===== config.mk =====
export PLATFORM = sky130hd
export DESIGN_NAME = rename_reg_file_flat
export DESIGN_NICKNAME = d
export VERILOG_FILES = /design/src/rtl/rename_reg_file_if.sv /design/src/rtl/rename_reg_file.sv /design/src/flat_wrapper.sv
export SDC_FILE = /design/constraint.sdc
export NUM_CORES = 2
export LEC_CHECK = 0
export CORE_ASPECT_RATIO = 2
export CORE_MARGIN = 5
export CORE_UTILIZATION = 50
export DETAILED_ROUTE_END_ITERATION = 8
export PLACE_DENSITY = 0.66
export SLEW_MARGIN = 40
export SYNTH_ARGS = -nofsm -noshare
export SYNTH_HDL_FRONTEND = slang
export SYNTH_SLANG_ARGS = --single-unit

===== constraint.sdc =====
create_clock -name clk -period 30.3 [get_ports clk]
set_input_delay 6.06 -clock clk [delete_from_list [all_inputs] [get_ports clk]]
set_output_delay 6.06 -clock clk [all_outputs]
set_load 0.01 [all_outputs]

===== src/rtl/rename_reg_file_if.sv =====
// rename_reg_file_if: Dispatcher/ROB-facing bus of the rename register file.
//   rdy                                     global ready, low holds state
//   commit_en / commit_value / commit_rob_id ROB commit of a register write
//   flush                                   mispredict, drops all rename tags
//   rs1 / rs2 -> Qj,Vj / Qk,Vk              operand lookup
//   rename_en / rename_rd / rename_rob_id   destination rename
//   pending_cnt                             registers holding a live tag
// master = ROB/Dispatcher side, slave = register file.
interface rename_reg_file_if #(
    parameter int DATA_W   = 32,
    parameter int ROB_ID_W = 5
);
    logic                rdy;
    logic                commit_en;
    logic [DATA_W-1:0]   commit_value;
    logic [ROB_ID_W-1:0] commit_rob_id;
    logic                flush;
    logic [4:0]          rs1;
    logic [4:0]          rs2;
    logic [ROB_ID_W-1:0] Qj;
    logic [ROB_ID_W-1:0] Qk;
    logic [DATA_W-1:0]   Vj;
    logic [DATA_W-1:0]   Vk;
    logic                rename_en;
    logic [4:0]          rename_rd;
    logic [ROB_ID_W-1:0] rename_rob_id;
    logic [5:0]          pending_cnt;

    modport master (
        output rdy, commit_en, commit_value, commit_rob_id, flush,
               rs1, rs2, rename_en, rename_rd, rename_rob_id,
        input  Qj, Qk, Vj, Vk, pending_cnt
    );

    modport slave (
        input  rdy, commit_en, commit_value, commit_rob_id, flush,
               rs1, rs2, rename_en, rename_rd, rename_rob_id,
        output Qj, Qk, Vj, Vk, pending_cnt
    );
endinterface


===== src/rtl/rename_reg_file.sv =====
// rename_reg_file: architectural register file with per-register rename tags.
//   clk, rst    clock, synchronous active-high reset
//   bus (slave) commit, flush, operand lookup, rename and pending_cnt
// Each register keeps its committed value and the ROB id of its youngest
// in-flight producer (NON_DEP when none). x0 always reads NON_DEP / 0.
// Build option: define RENAME_REG_FILE_BYPASS_EN to forward a same-cycle
// commit onto the read ports; otherwise reads return pre-commit state.
module rename_reg_file #(
    parameter int DATA_W   = 32,
    parameter int ROB_ID_W = 5,
    parameter int NON_DEP  = 16,
    parameter int REG_NUM  = 32
) (
    input logic               clk,
    input logic               rst,
    rename_reg_file_if.slave  bus
);
    localparam logic [ROB_ID_W-1:0] NON_TAG = ROB_ID_W'(NON_DEP);

    logic [DATA_W-1:0]   val     [REG_NUM];
    logic [ROB_ID_W-1:0] tag     [REG_NUM];
    logic [DATA_W-1:0]   val_nxt [REG_NUM];
    logic [ROB_ID_W-1:0] tag_nxt [REG_NUM];
    logic [REG_NUM-1:0]  match_v;
    logic [REG_NUM-1:0]  ren_v;
    logic [5:0]          cnt;
    logic [5:0]          cnt_nxt;
    logic [5:0]          dec;
    logic                inc;

    // A commit only lands on a register whose youngest producer is the
    // committing entry; an older producer's commit is superseded. A rename
    // in the same cycle wins the tag but the value is still written.
    always_comb begin
        match_v = '0;
        ren_v   = '0;
        dec     = '0;
        for (int r = 0; r < REG_NUM; r++) begin
            match_v[r] = bus.commit_en && r != 0 && tag[r] != NON_TAG && tag[r] == bus.commit_rob_id;
            ren_v[r]   = bus.rename_en && r != 0 && bus.rename_rd == 5'(r);
            val_nxt[r] = match_v[r] ? bus.commit_value : val[r];
            tag_nxt[r] = ren_v[r] ? bus.rename_rob_id : (match_v[r] ? NON_TAG : tag[r]);
            dec        = dec + 6'(match_v[r] && !ren_v[r]);
        end
        inc     = bus.rename_en && bus.rename_rd != '0 && tag[bus.rename_rd] == NON_TAG;
        cnt_nxt = cnt + 6'(inc) - dec;
    end

    // Flush still takes the commit value (final JAL/JALR commit) and
    // overrides rdy; rdy low otherwise freezes everything.
    always_ff @(posedge clk) begin
        if (rst) begin
            for (int r = 0; r < REG_NUM; r++) begin
                val[r] <= '0;
                tag[r] <= NON_TAG;
            end
            cnt <= '0;
        end else if (bus.flush) begin
            for (int r = 0; r < REG_NUM; r++) begin
                val[r] <= val_nxt[r];
                tag[r] <= NON_TAG;
            end
            cnt <= '0;
        end else if (bus.rdy) begin
            for (int r = 0; r < REG_NUM; r++) begin
                val[r] <= val_nxt[r];
                tag[r] <= tag_nxt[r];
            end
            cnt <= cnt_nxt;
        end
    end

    // Read ports: a same-cycle rename is intentionally invisible here.
`ifdef RENAME_REG_FILE_BYPASS_EN
    always_comb begin
        bus.Qj = bus.rs1 == '0 ? NON_TAG : (match_v[bus.rs1] ? NON_TAG : tag[bus.rs1]);
        bus.Vj = bus.rs1 == '0 ? '0 : (match_v[bus.rs1] ? bus.commit_value : val[bus.rs1]);
        bus.Qk = bus.rs2 == '0 ? NON_TAG : (match_v[bus.rs2] ? NON_TAG : tag[bus.rs2]);
        bus.Vk = bus.rs2 == '0 ? '0 : (match_v[bus.rs2] ? bus.commit_value : val[bus.rs2]);
    end
`else
    always_comb begin
        bus.Qj = bus.rs1 == '0 ? NON_TAG : tag[bus.rs1];
        bus.Vj = bus.rs1 == '0 ? '0 : val[bus.rs1];
        bus.Qk = bus.rs2 == '0 ? NON_TAG : tag[bus.rs2];
        bus.Vk = bus.rs2 == '0 ? '0 : val[bus.rs2];
    end
`endif

    assign bus.pending_cnt = cnt;
endmodule


===== src/flat_wrapper.sv =====
// flat-port wrapper written by rule: the top's interface ports become plain ports
module rename_reg_file_flat 
#(
    parameter int DATA_W   = 32,
    parameter int ROB_ID_W = 5,
    parameter int NON_DEP  = 16,
    parameter int REG_NUM  = 32
)
  (clk, rst, bus_rdy, bus_commit_en, bus_commit_value, bus_commit_rob_id, bus_flush, bus_rs1, bus_rs2, bus_rename_en, bus_rename_rd, bus_rename_rob_id, bus_Qj, bus_Qk, bus_Vj, bus_Vk, bus_pending_cnt);
  rename_reg_file_if #(.DATA_W(DATA_W), .ROB_ID_W(ROB_ID_W)) bus_i ();
  input logic clk;
  input logic rst;
  input wire logic [$bits(bus_i.rdy)-1:0] bus_rdy;
  input wire logic [$bits(bus_i.commit_en)-1:0] bus_commit_en;
  input wire logic [$bits(bus_i.commit_value)-1:0] bus_commit_value;
  input wire logic [$bits(bus_i.commit_rob_id)-1:0] bus_commit_rob_id;
  input wire logic [$bits(bus_i.flush)-1:0] bus_flush;
  input wire logic [$bits(bus_i.rs1)-1:0] bus_rs1;
  input wire logic [$bits(bus_i.rs2)-1:0] bus_rs2;
  input wire logic [$bits(bus_i.rename_en)-1:0] bus_rename_en;
  input wire logic [$bits(bus_i.rename_rd)-1:0] bus_rename_rd;
  input wire logic [$bits(bus_i.rename_rob_id)-1:0] bus_rename_rob_id;
  output wire logic [$bits(bus_i.Qj)-1:0] bus_Qj;
  output wire logic [$bits(bus_i.Qk)-1:0] bus_Qk;
  output wire logic [$bits(bus_i.Vj)-1:0] bus_Vj;
  output wire logic [$bits(bus_i.Vk)-1:0] bus_Vk;
  output wire logic [$bits(bus_i.pending_cnt)-1:0] bus_pending_cnt;
  assign bus_i.rdy = bus_rdy;
  assign bus_i.commit_en = bus_commit_en;
  assign bus_i.commit_value = bus_commit_value;
  assign bus_i.commit_rob_id = bus_commit_rob_id;
  assign bus_i.flush = bus_flush;
  assign bus_i.rs1 = bus_rs1;
  assign bus_i.rs2 = bus_rs2;
  assign bus_i.rename_en = bus_rename_en;
  assign bus_i.rename_rd = bus_rename_rd;
  assign bus_i.rename_rob_id = bus_rename_rob_id;
  assign bus_Qj = bus_i.Qj;
  assign bus_Qk = bus_i.Qk;
  assign bus_Vj = bus_i.Vj;
  assign bus_Vk = bus_i.Vk;
  assign bus_pending_cnt = bus_i.pending_cnt;
  rename_reg_file #(.DATA_W(DATA_W), .ROB_ID_W(ROB_ID_W), .NON_DEP(NON_DEP), .REG_NUM(REG_NUM)) u_core (.clk(clk), .rst(rst), .bus(bus_i));
endmodule

==> flow_summary.toml <==
[min_path]
hp-class = "reg -> reg"

[global_route]
grt_use_met3_pct = 4.95
grt-ovfl-total = 0
grt_pass1_wl_mm = 317
use_met2_pct = 54.3
first_global_vias = 44200
grt_use_met1_pct = 33.5
grtUsageTotal_pct = 30.7
grt_max_degree = 121
antenna_found_initial = 17
grt-busiest-layer = "met2"

[routing]
drt_drc_violations_left = 0
drt_first_pass_iters = 6
drtIter0Drc = 4279
vias = 42100
routed_wl_mm = 221
ant_nets = 0
routedWlPerCell_um = 36.0
vias_per_cell = 6.86

[timing]
timing.final.crit_share_pct = 53.8
hold_viol = 0
rsz0062_at_grt = "false"
drv_slew = 0
relSlewSlack_pct = 36.7
fmax_mhz = 61.3
tns_ns = 0
min_period_ns = 16.32
worst_slew_pin_slew_ns = 0.950
setup_viol = 0
skew_ns = 0.0253
fin_ws_ns = 13.98

[yosys]
synthCells = 4383
synthFlopType = "edfxtp_1"
synth_edf_count = 1147
synth_seq_area_share_pct = 51.4
yosysUniqueCellTypes = 58
synth_warnings = 0
postSynth.asyncResetShare_pct = 0
synth_nets = 4504
netlist_area_mm2 = 0.0672
synth-seq-cells = 1153
avgSynthCellArea_um2 = 15.3

[die]
die_y_um = 528
fp-row-count = 190
coreArea_mm2 = 0.134
chipWidth_um = 269
boundaryPins = 143
die_area_mm2 = 0.142
initial_utilization_pct = 50.2

[worst_setup_path]
path_class = "in -> out"
crit_path_end_kind = "output port"
cp_data_required_time_ns = 24.24
cp_slowest_cell = "buf_4"
crit_buf_inv = 6
worstPathArrival_ns = 10.26
slowest_delay_ns = 0.62
crit_fanout = 42
cp_top_family = "buffers and inverters"
cp-start-kind = "input port"
crit_chain = "buf_8 -> buf_16 -> buf_16 -> buf_6 -> buf_4 -> mux4_2 -> mux4_2 -> mux2_2 -> clkdlybuf4s50_1"

[clocking]
clock-sinks = 1153
clk_pin_slew_ns = 0.06
tritoncts = "built"
htree_levels = 3
hold_buffers = 0
post_cts_resized = 0
insertion_delay_ns = 0.74
cts_root_buffer = "clkbuf_16"
post-cts-setup-buffers = 0
max-clock-path-buffers = 3
cts-buffers-inserted = 107

[cells_and_area]
final_util_pct = 55.1
area_growth_pct = 9.64
nFillCells = 10800
layout-drive-gt1-share_pct = 25.3
seq_area_mm2 = 0.0346
multi_input_comb_area_mm2 = 0.0306
nNetsFinal = 4430
final_area_mm2 = 0.0737

[placed_design]
detailedPlace.worstSlack_ns = 13.73
place_congestion = 1.07
port_buffers = 142
hpwl_mm = 137
dpl-instance-area_mm2 = 0.0699

[pwr]
p_total_uw = 4080
power_leakage_uw = 0.0274
power_density_mw_per_mm2 = 55.4
max-vdd-ir-drop_mv = 0.0681

[run]
drv_cap = 0

[outcome]
status = "completed"
-- stage by stage --
step / std cells / hold slack [ns]
floorplan: 4383 / 0.502
global placement: 5914 / 0.474
detailed placement: 5924 / 0.484
CTS: 6122 / 0.498
global route: 6133 / 0.539
finish: 6137 / 0.498
-- synth_stat cells (all sizes together) (5+ instances only) --
cell	count	area, um2
edfxtp	1147	34400
mux4	673	15200
nor2	574	2150
mux2i	549	5500
clkbuf	240	901
buf	197	1040
and2	156	976
mux2	146	1640
xor2	94	823
a22o	72	631
nor3	71	355
inv	53	199
nand2	42	158
nand2b	38	238
o21ai	38	190
xnor2	33	289
ha	30	375
fa	28	561
nor2b	28	175
o41ai	28	245
and4	23	201
o21a	20	150
nand4	10	62.6
a211oi	8	60.1
a21oi	8	40.0
nor4	7	43.8
or3	7	43.8
dfxtp	6	120
or2	6	37.5
a21o	5	37.5
nand3	5	25.0
nor4b	5	43.8
-- worst register-to-register path, stage by stage, from the launching register on --
cell and delay (ns):
edfxtp_1 0.49, xor2_1 0.18, nor3_1 0.20, and4_1 0.27, nor2b_1 0.60, ha_1 0.40, fa_1 0.55, inv_1 0.04
ha_1 0.19, fa_1 0.51, ha_1 0.14, inv_1 0.06, fa_1 0.54, inv_1 0.06, fa_1 0.53, inv_1 0.06
fa_1 0.48, inv_1 0.05, fa_1 0.42, ha_1 0.32, a21o_1 0.18, a21oi_1 0.17, xnor2_1 0.14, or3_1 0.32
a21oi_1 0.15
-- placed cells by master (no fill, tap or decap), types with 19 or more instances in the layout --
cell type,n
edfxtp_1,1147
mux4_2,673
nor2_1,572
mux2i_1,549
and2_1,156
clkdlybuf4s50_1,111
clkbuf_16,108
xor2_1,94
mux2_2,89
buf_4,74
a22o_1,72
nor3_1,71
mux2_1,57
inv_1,53
nand2_1,39
nand2b_1,38
o21ai_0,35
xnor2_1,33
ha_1,30
buf_6,30
o41ai_1,28
fa_1,28
nor2b_1,25
clkinv_2,19
-- power breakdown --
group	total (uW)	internal [uW]	switching, uW
combinational	687	312	375
sequential	1960	1880	85.3
clock	1430	794	638
total	4080	2980	1100
-- layout make-up --
type	count	area share, %
antenna	11	0.0374
clock buffer	123	3.74
clock inverter	75	1.16
inverter	53	0.270
multi-input combinational	2740	41.5
sequential	1153	46.9
tap	1728	2.93
timing repair buffer	254	3.44
-- state kept, by name (all words and copies together), names as in the netlist --
| name | flops |
|---|---|
| u_core.tag | 155 |
| u_core.val | 992 |
| u_core.bus.pending_cnt | 6 |
-- layer usage --
layer	share of wire, %	vias up	routed length (um)
met5	0.029	-	63
met4	8.9	10	19700
li1	-	17200	-
met1	32	22200	71700
met2	52	2080	115000
met3	6.6	666	14600
-- logic make-up (layout without fill, tap and decap cells) --
kind of cell	count (synthesis)	after routing	share of synthesized area (%)
xor+xnor	127	127	1.66
fa+ha+maj	58	58	1.39
compound gates	202	202	2.30
buf+inv	490	505	3.18
other cells	0	11	0
simple gates	985	985	6.87
flops	1153	1153	51.4
mux	1368	1368	33.2
-- path summary, 6_finish.rpt --
path	from	slack, ns	endpoint	depth (start not counted)
worst max-delay path	bus_rs1[0]	13.98	bus_Qj[3]	9
worst min-delay path	u_core.bus.pending_cnt[5]	0.50	u_core.bus.pending_cnt[5]	2
worst max register to register	u_core.tag[1][0]	23.20	u_core.bus.pending_cnt[5]	24
worst min register to register	u_core.bus.pending_cnt[5]	0.50	u_core.bus.pending_cnt[5]	2
Power figures use the tool's default switching activity.
